--- src/rtl/vga_pkg.sv ---
// Shared VGA timing constants and the ball controller state encoding.
package vga_pkg;

    localparam int H_ACTIVE = 640;
    localparam int V_ACTIVE = 480;

    typedef enum logic [1:0] {
        SERVE = 2'd0,
        RUN   = 2'd1,
        HOLD  = 2'd2
    } ball_state_e;

endpackage

--- src/rtl/axis_step.sv ---
// One bounded axis: advances a position by step in the current direction,
// clamping and reflecting at 0 and max.
module axis_step (
    input  logic [9:0] pos,
    input  logic       dir,
    input  logic [9:0] step,
    input  logic [9:0] max,
    input  logic       low_is_miss,
    output logic [9:0] next_pos,
    output logic       next_dir,
    output logic       hit_low,
    output logic       hit_high
);

    // 11-bit sum so pos+step can never wrap before the compare.
    logic [10:0] sum;
    assign sum = {1'b0, pos} + {1'b0, step};

    // low_is_miss: the max end is the lost-ball edge (screen bottom), so it
    // clamps without reflecting; the parent decides what happens next.
    always_comb begin
        next_pos = pos;
        next_dir = dir;
        hit_low  = 1'b0;
        hit_high = 1'b0;
        if (dir) begin
            if (sum >= {1'b0, max}) begin
                next_pos = max;
                next_dir = low_is_miss ? dir : 1'b0;
                hit_high = 1'b1;
            end else begin
                next_pos = sum[9:0];
            end
        end else begin
            if (pos <= step) begin
                next_pos = '0;
                next_dir = 1'b1;
                hit_low  = 1'b1;
            end else begin
                next_pos = pos - step;
            end
        end
    end

endmodule

--- src/rtl/ball_motion.sv ---
// Tick-driven ball motion controller: serve, run with wall reflection,
// and a timed hold after a miss at the bottom edge.
module ball_motion
    import vga_pkg::*;
#(
    parameter int BALL_SIZE  = 8,
    parameter int STEP_X     = 4,
    parameter int STEP_Y     = 4,
    parameter int HOLD_TICKS = 10
) (
    input  logic        clk,
    input  logic        reset,
    input  logic        tick,
    input  logic        enable,
    input  logic        start,
    output logic [9:0]  ball_x,
    output logic [9:0]  ball_y,
    output logic        running,
    output logic        bounce,
    output logic        miss,
    output ball_state_e state_dbg
);

    localparam logic [9:0] XMAX   = 10'(H_ACTIVE - BALL_SIZE);
    localparam logic [9:0] YMAX   = 10'(V_ACTIVE - BALL_SIZE);
    localparam logic [9:0] X_CTR  = XMAX >> 1;
    localparam logic [9:0] Y_CTR  = YMAX >> 1;
    localparam int         HOLD_W = $clog2(HOLD_TICKS + 1);

    ball_state_e       state, state_n;
    logic              dx, dy, serve_dx;
    logic [HOLD_W-1:0] hold_cnt;
    logic              hold_done;
    logic [9:0]        x_next, y_next;
    logic              dx_next, dy_next;
    logic              x_hit_low, x_hit_high, y_hit_low, y_hit_high;

    axis_step u_axis_x (
        .pos         (ball_x),
        .dir         (dx),
        .step        (10'(STEP_X)),
        .max         (XMAX),
        .low_is_miss (1'b0),
        .next_pos    (x_next),
        .next_dir    (dx_next),
        .hit_low     (x_hit_low),
        .hit_high    (x_hit_high)
    );

    axis_step u_axis_y (
        .pos         (ball_y),
        .dir         (dy),
        .step        (10'(STEP_Y)),
        .max         (YMAX),
        .low_is_miss (1'b1),
        .next_pos    (y_next),
        .next_dir    (dy_next),
        .hit_low     (y_hit_low),
        .hit_high    (y_hit_high)
    );

    assign hold_done = (hold_cnt == HOLD_W'(HOLD_TICKS - 1));
    assign state_dbg = state;

    always_ff @(posedge clk or negedge reset) begin
        if (!reset) state <= SERVE;
        else        state <= state_n;
    end

    always_comb begin
        state_n = state;
        case (state)
            SERVE:   if (enable && start)                state_n = RUN;
            RUN:     if (enable && tick && y_hit_high)   state_n = HOLD;
            HOLD:    if (enable && tick && hold_done)    state_n = SERVE;
            default:                                     state_n = SERVE;
        endcase
    end

    // serve_dx remembers the last serve direction so successive serves alternate.
    always_ff @(posedge clk or negedge reset) begin
        if (!reset) begin
            ball_x   <= X_CTR;
            ball_y   <= Y_CTR;
            dx       <= 1'b1;
            dy       <= 1'b0;
            serve_dx <= 1'b1;
            hold_cnt <= '0;
            running  <= 1'b0;
            bounce   <= 1'b0;
            miss     <= 1'b0;
        end else begin
            bounce  <= 1'b0;
            miss    <= 1'b0;
            running <= (state_n == RUN);
            if (enable && tick) begin
                case (state)
                    RUN: begin
                        ball_x   <= x_next;
                        dx       <= dx_next;
                        ball_y   <= y_next;
                        dy       <= dy_next;
                        // A miss outranks any simultaneous wall reflection.
                        bounce   <= (x_hit_low | x_hit_high | y_hit_low) & ~y_hit_high;
                        miss     <= y_hit_high;
                        hold_cnt <= '0;
                    end
                    HOLD: begin
                        if (hold_done) begin
                            ball_x   <= X_CTR;
                            ball_y   <= Y_CTR;
                            dy       <= 1'b0;
                            dx       <= ~serve_dx;
                            serve_dx <= ~serve_dx;
                            hold_cnt <= '0;
                        end else begin
                            hold_cnt <= hold_cnt + HOLD_W'(1);
                        end
                    end
                    default: ;
                endcase
            end
        end
    end

endmodule

--- config.mk ---
export PLATFORM = sky130hd
export DESIGN_NAME = ball_motion
export DESIGN_NICKNAME = d
export VERILOG_FILES = /design/src/rtl/vga_pkg.sv /design/src/rtl/axis_step.sv /design/src/rtl/ball_motion.sv
export SDC_FILE = /design/constraint.sdc
export NUM_CORES = 1
export LEC_CHECK = 0
export ABC_AREA = 1
export CORE_UTILIZATION = 30
export CTS_CLUSTER_DIAMETER = 60
export DETAILED_ROUTE_END_ITERATION = 12
export SYNTH_ARGS = -nofsm -noshare
export SYNTH_HDL_FRONTEND = slang
export SYNTH_SLANG_ARGS = --single-unit
--- constraint.sdc ---
create_clock -name clk -period 1.8 [get_ports clk]
set_clock_uncertainty 0.15 [all_clocks]
set_input_delay 0.27 -clock clk [delete_from_list [all_inputs] [get_ports clk]]
set_output_delay 0.27 -clock clk [all_outputs]
set_load 0.1 [all_outputs]
# After elaboration in Yosys (flattened, before gate mapping)

Index checks and enable logic that the tools add are counted.

Add/sub/neg operators: 5
$mul: 0
Div/mod/pow operators: 0
$lt $le $gt $ge: 4
Eq/ne operators: 5
Shifts and indexed selects: 0
Mux-type cells: 35
Bitwise logic cells: 5
Reduce and logical (&&, ||, !) cells: 9

Operators with widths:

| cell                  | number |
|---|---|
| $mux 10               | 8 |
| $pmux 10 s2           | 2 |
| $add 10x3->11 const B | 2 |
| $le 10x3->1 const B   | 2 |
| $sub 10x3->10 const B | 2 |
| $mux 1                | 17 |
| $ge 11x10->1 const B  | 1 |
| $ge 11x9->1 const B   | 1 |
| $pmux 4 s2            | 1 |
| $mux 2                | 3 |
| $pmux 2 s3            | 1 |
| $reduce_and 3->1      | 2 |
| $add 4x1->4 const B   | 1 |
| $eq 2x1->1 const B    | 2 |
| $eq 4x4->1 const B    | 1 |
| $logic_and 1x1->1     | 4 |
| $mux 4                | 1 |
| $pmux 1 s2            | 2 |
| $eq 2x2->1 const B    | 1 |
| $logic_not 2->1       | 1 |
| $ne 2x2->1 const B    | 1 |
| $not 1->1             | 2 |
| $or 1x1->1            | 2 |
| $reduce_and 2->1      | 1 |
| other kinds (2)       | 2 |

Register bits: 32
Bits in latches: 0
Memory bits (writable): 0
Memory bits (read-only): 0
Input bits: 5
Logic and storage cells: 73
Memories kept: 0

# Longest topological paths before layout

Depth after elaboration: 9
Gate-level depth with buffers: 13
Depth with buffers taken out: 13

# Modules after synthesis

Synthesis repeated with hierarchy kept, for this count alone.

Cells, all modules: 780
Area, all modules: 5277.6 µm²

By module, submodules not included:

| module               | times used | cells each | area an instance (µm²) | sequential area each (µm²) |
|---|---|---|---|---|
| axis_step (u_axis_y) | 1          | 303        | 1836.8                 | 0.0 |
| axis_step (u_axis_x) | 1          | 310        | 1821.7                 | 0.0 |
| ball_motion          | 1          | 167        | 1619.1                 | 815.8 |

# Worst setup path after synthesis

No wires, ideal clock.

Path type: reg2reg
From: reg state[0] (netlist: state_dbg[0])
To: reg ball_x[5]
Arrival: 2.231 ns
Required time: 1.577 ns
Setup slack: -0.654 ns
Stages on the path, launching flop included: 9
Path buffers: 1
Clock period less this slack: 2.454 ns
Cell sequence: dfrtp_1 -> inv_1 -> ha_1 -> inv_1 -> a31oi_1 -> o21ai_1 -> buf_2 -> nor2_1 -> a21oi_1

Cells in the longest elaborated chain, start to end: 3

Ends and longest elaborated chain:

| element                                                          | line              | text |
|---|---|---|
| start, declared                                                  | ball_motion.sv:30 | `ball_state_e state, state_n;` |
| start signal, assigned                                           | ball_motion.sv:67 | `else state <= state_n;` |
| $eq 2x2->1 / $eq 2x1->1 (equally long branches)                  | ball_motion.sv:97 | `case (state)` |
| $ne 2x2->1 (no line) / $reduce_bool 2->1 (equally long branches) | n/a               |  |
| $reduce_and 3->1 (no line)                                       | n/a               |  |
| end signal, assigned                                             | ball_motion.sv:99 | `ball_x <= x_next;` |
| end, declared                                                    | ball_motion.sv:16 | `output logic [9:0] ball_x,` |

Several ways; a longest one is shown, not always the timed one.
A chain may end at the register's enable or synchronous reset.

# Worst setup path after layout

From: reg ball_y[2]
To: reg ball_y[7]

Cells in the longest elaborated chain, start to end: 5

Ends and longest elaborated chain:

| element                | line               | text |
|---|---|---|
| start, declared        | ball_motion.sv:17  | `output logic [9:0] ball_y,` |
| start signal, assigned | ball_motion.sv:101 | `ball_y <= y_next;` |
| $add 10x3->11          | axis_step.sv:17    | `assign sum = {1'b0, pos} + {1'b0, step};` |
| $ge 11x9->1            | axis_step.sv:27    | `if (sum >= {1'b0, max}) begin` |
| $mux 10                | axis_step.sv:27    |  |
| $mux 10 (*)            | axis_step.sv:26    | `if (dir) begin` |
| $pmux 10 s2 (*)        | ball_motion.sv:97  |  |

Mark *: on every way between the ends. The rest lies on a longest branch, timed or not.

==> results.yml <==
synth:
  synth_top_cell_area_share: 0.185
  synth-simple-area-share: 0.289
  synth_top_area_cell: "dfrtp_1"
  avgSynthCellArea_um2: 7.08
  synth_top_family_by_area: "simple AND/OR/NAND/NOR gates"
  muxShareOfSynthArea: 0
  synth_compound_area_frac: 0.150
  ys_warn_count: 0
  synth_xor_area_frac: 0.0485
  syn-cell-area_um2: 2170
  ys_seq_area_frac: 0.330
  synth_area_leaders: "dfrtp_1 (18%), dfstp_2 (15%), nand2_1 (9.9%), inv_1 (8.0%), ha_1 (6.9%)"
  yosys_register_bits: 28
  syn_inst: 306
  synth-adder-area-share: 0.0693
  yosysUniqueCellTypes: 34
cells_and_area:
  fillers: 616
  nNetsFinal: 419
  syn2layout_area_growth_pct: 72.7
  antenna_cells: 0
  final_layout_size_suffix_gt1_frac: 0.489
die:
  design.core.area_um2: 6870
  dieArea_um2: 7560
  start_util: 0.315
  fp.dieW_um: 87.0
  num_io_pins: 30
  rows: 30
  die_y_um: 87.0
clocking:
  cts.clk_slew.worst_paths_ps: 110
  tritoncts: "done"
  ctsHoldBuffers: 0
  clock_latency_ps: 290
  htreeDepth: 1
  clock-sinks: 28
  clock_path_buffers: 2
  clockRootBuffer: "clkbuf_8"
  numCtsBuffers: 3
setup_path:
  worst-path-buf-inv: 3
  timing.rr.end: "ball_y[7]$_DFFE_PN1P_"
  critPathSlowestCell: "dfstp_4"
  r2r_cells: 11
  r2r_setup_slack_ps: -350
  cpPeakStageDelay_ps: 680
  path_cells: "inv_4 -> ha_4 -> inv_2 -> nand2_2 -> nand3_2 -> nand3_2 -> nand4_1 -> nand2_2 -> nand2_4 -> buf_4 -> a22oi_2"
  worstSetupStartpointType: "flip-flop"
  cp_max_fo: 8
  required_ps: 1870
  end_kind: "flip-flop"
  reg2reg_from: "ball_y[2]$_DFFE_PN1P_"
  cp.arrival_ps: 2230
  crit_family: "flip-flops"
  crit_type: "reg -> reg"
drt:
  wire_per_inst_um: 13.5
  drt_iter0_drc: 163
  vias: 2418
  drtPass1Iterations: 4
  routed_wl_um: 6700
  drc: 0
  viasPerCell: 4.87
  ant_nets: 0
global_routing:
  grt_overflow: 0
  grt_pass1_vias: 2221
  antenna_found_initial: 0
  grtUsageTotal: 0.172
  grt_first_pass_wirelength_um: 10300
  grt_max_degree: 29
outcome:
  outcome: "complete, but fails checks"
  violations: "setup timing"
placed_design:
  gp_congestion: 0.902
  dp_slack_ps: -283
  dp_hpwl_um: 4550
  port_buffers: 25
timing:
  clock.fmax_ghz: 0.465
  final.min_clock_period_ps: 2150
  period_share: 1.20
  finalWorstSetupSlack_ps: -352
  hold_viol_final: 0
  rsz0062_at_grt: "yes"
  timing.hold.ws_ps: 197
  setup_viol: 22
  timing.final.max_slew_violations: 0
run:
  cap_violations: 0
min_path:
  min_path_type: "in -> async"
==> worst max-delay path by stage <==
stage | startpoint | end | slack, ps | depth (start not counted)
final | ball_y[2]$_DFFE_PN1P_ | ball_y[7]$_DFFE_PN1P_ | -350 | 11
after global routing | ball_y[2]$_DFFE_PN1P_ | ball_y[7]$_DFFE_PN1P_ | -450 | 10
after CTS | ball_y[2]$_DFFE_PN1P_ | state_dbg[1]$_DFF_PN0_ | -290 | 12
after detailed placement | ball_y[2]$_DFFE_PN1P_ | state_dbg[1]$_DFF_PN0_ | -280 | 12
after global placement | ball_y[2]$_DFFE_PN1P_ | state_dbg[1]$_DFF_PN0_ | -290 | 12
after floorplan | ball_x[2]$_DFFE_PN1P_ | ball_x[6]$_DFFE_PN0P_ | -340 | 10
==> repair_timing <==
item                                    CTS  global route
buffers inserted                          9             9
pin swaps                                13            23
gates resized for setup                  30            33
endpoints found under the hold margin     0             0
endpoints found under the setup margin   22            22
==> cell families (layout without fill, tap and decap cells) <==
| family | count (synthesis) | after routing |
|---|---|---|
| adder cells (fa/ha/maj) | 12 | 12 |
| XOR/XNOR | 12 | 12 |
| flip-flops | 28 | 28 |
| buffers and inverters | 57 | 149 |
| AO/OA/AOI/OAI | 58 | 58 |
| other | 1 | 4 |
| AND/OR/NAND/NOR | 138 | 138 |
==> final cells by class <==
type / count / area [um^2] / area share
sequential: 28 / 758 / 0.203
inverter: 48 / 195 / 0.0522
clock inverter: 1 / 30.0 / 0.00803
timing repair buffer: 97 / 1010 / 0.270
multi-input combinational: 224 / 1590 / 0.424
clock buffer: 3 / 41.3 / 0.0110
tap: 96 / 120 / 0.0321
==> synthesized netlist by cell type <==
library cell,number
a21oi_1,17
conb_1,1
a21o_1,1
o22ai_1,3
nand4_1,6
nand3b_1,1
o21ai_0,16
nand2_2,3
xnor2_1,3
or2_2,1
a21oi_2,1
clkbuf_4,1
o21ai_2,1
a41oi_1,1
nor3_2,1
nand3_2,4
xor2_1,9
a31oi_1,5
a211oi_1,1
nand2_4,1
nand2_1,57
inv_2,2
nor2_1,33
buf_2,3
nor3_1,4
dfrtp_1,16
ha_1,12
a22oi_1,3
inv_1,46
dfstp_2,12
nor2_2,2
o21ai_1,9
nand3_1,25
buf_4,5
==> per-stage QoR <==
step	cell area (um^2)	util	setup TNS (ps)	cells
after floorplan	2350	-	-5540	309
after global routing	3740	0.545	-7440	497
final	3740	0.545	-5360	497
after detailed placement	3270	0.476	-4030	475
after global placement	3270	0.476	-3830	475
after CTS	3520	0.513	-3900	488
==> placed cells by master, fill, tap and decap left out, types with 7 or more instances in the layout <==
cell type	synthesis	routed
a21oi_1	17	12
xor2_1	9	7
o21ai_2	1	11
o21ai_1	9	7
buf_12	0	21
buf_4	5	70
inv_1	46	38
nand3_1	25	13
dfstp_4	0	8
dfrtp_1	16	10
nand2_1	57	54
nand3_2	4	14
ha_4	0	7
nor2_1	33	27
==> registers in the layout (all words and copies together) (netlist names) <==
signal     count
bounce         1
ball_x         8
miss           1
running        1
dx             1
ball_y         8
state_dbg      2
dy             1
serve_dx       1
hold_cnt       4
==> layer usage <==
| layer | part of all wire | global-route usage | up-vias |
|---|---|---|---|
| li1 | - | - | 1180 |
| met3 | 0.037 | 0.0133 | 18 |
| met1 | 0.42 | 0.228 | 1151 |
| met2 | 0.52 | 0.288 | 69 |
| met5 | 0 | 0 | - |
| met4 | 0.022 | 0.0758 | 0 |
Power is not shown: default switching activity piles up to over one toggle a cycle in this logic, so the estimate is an artifact.
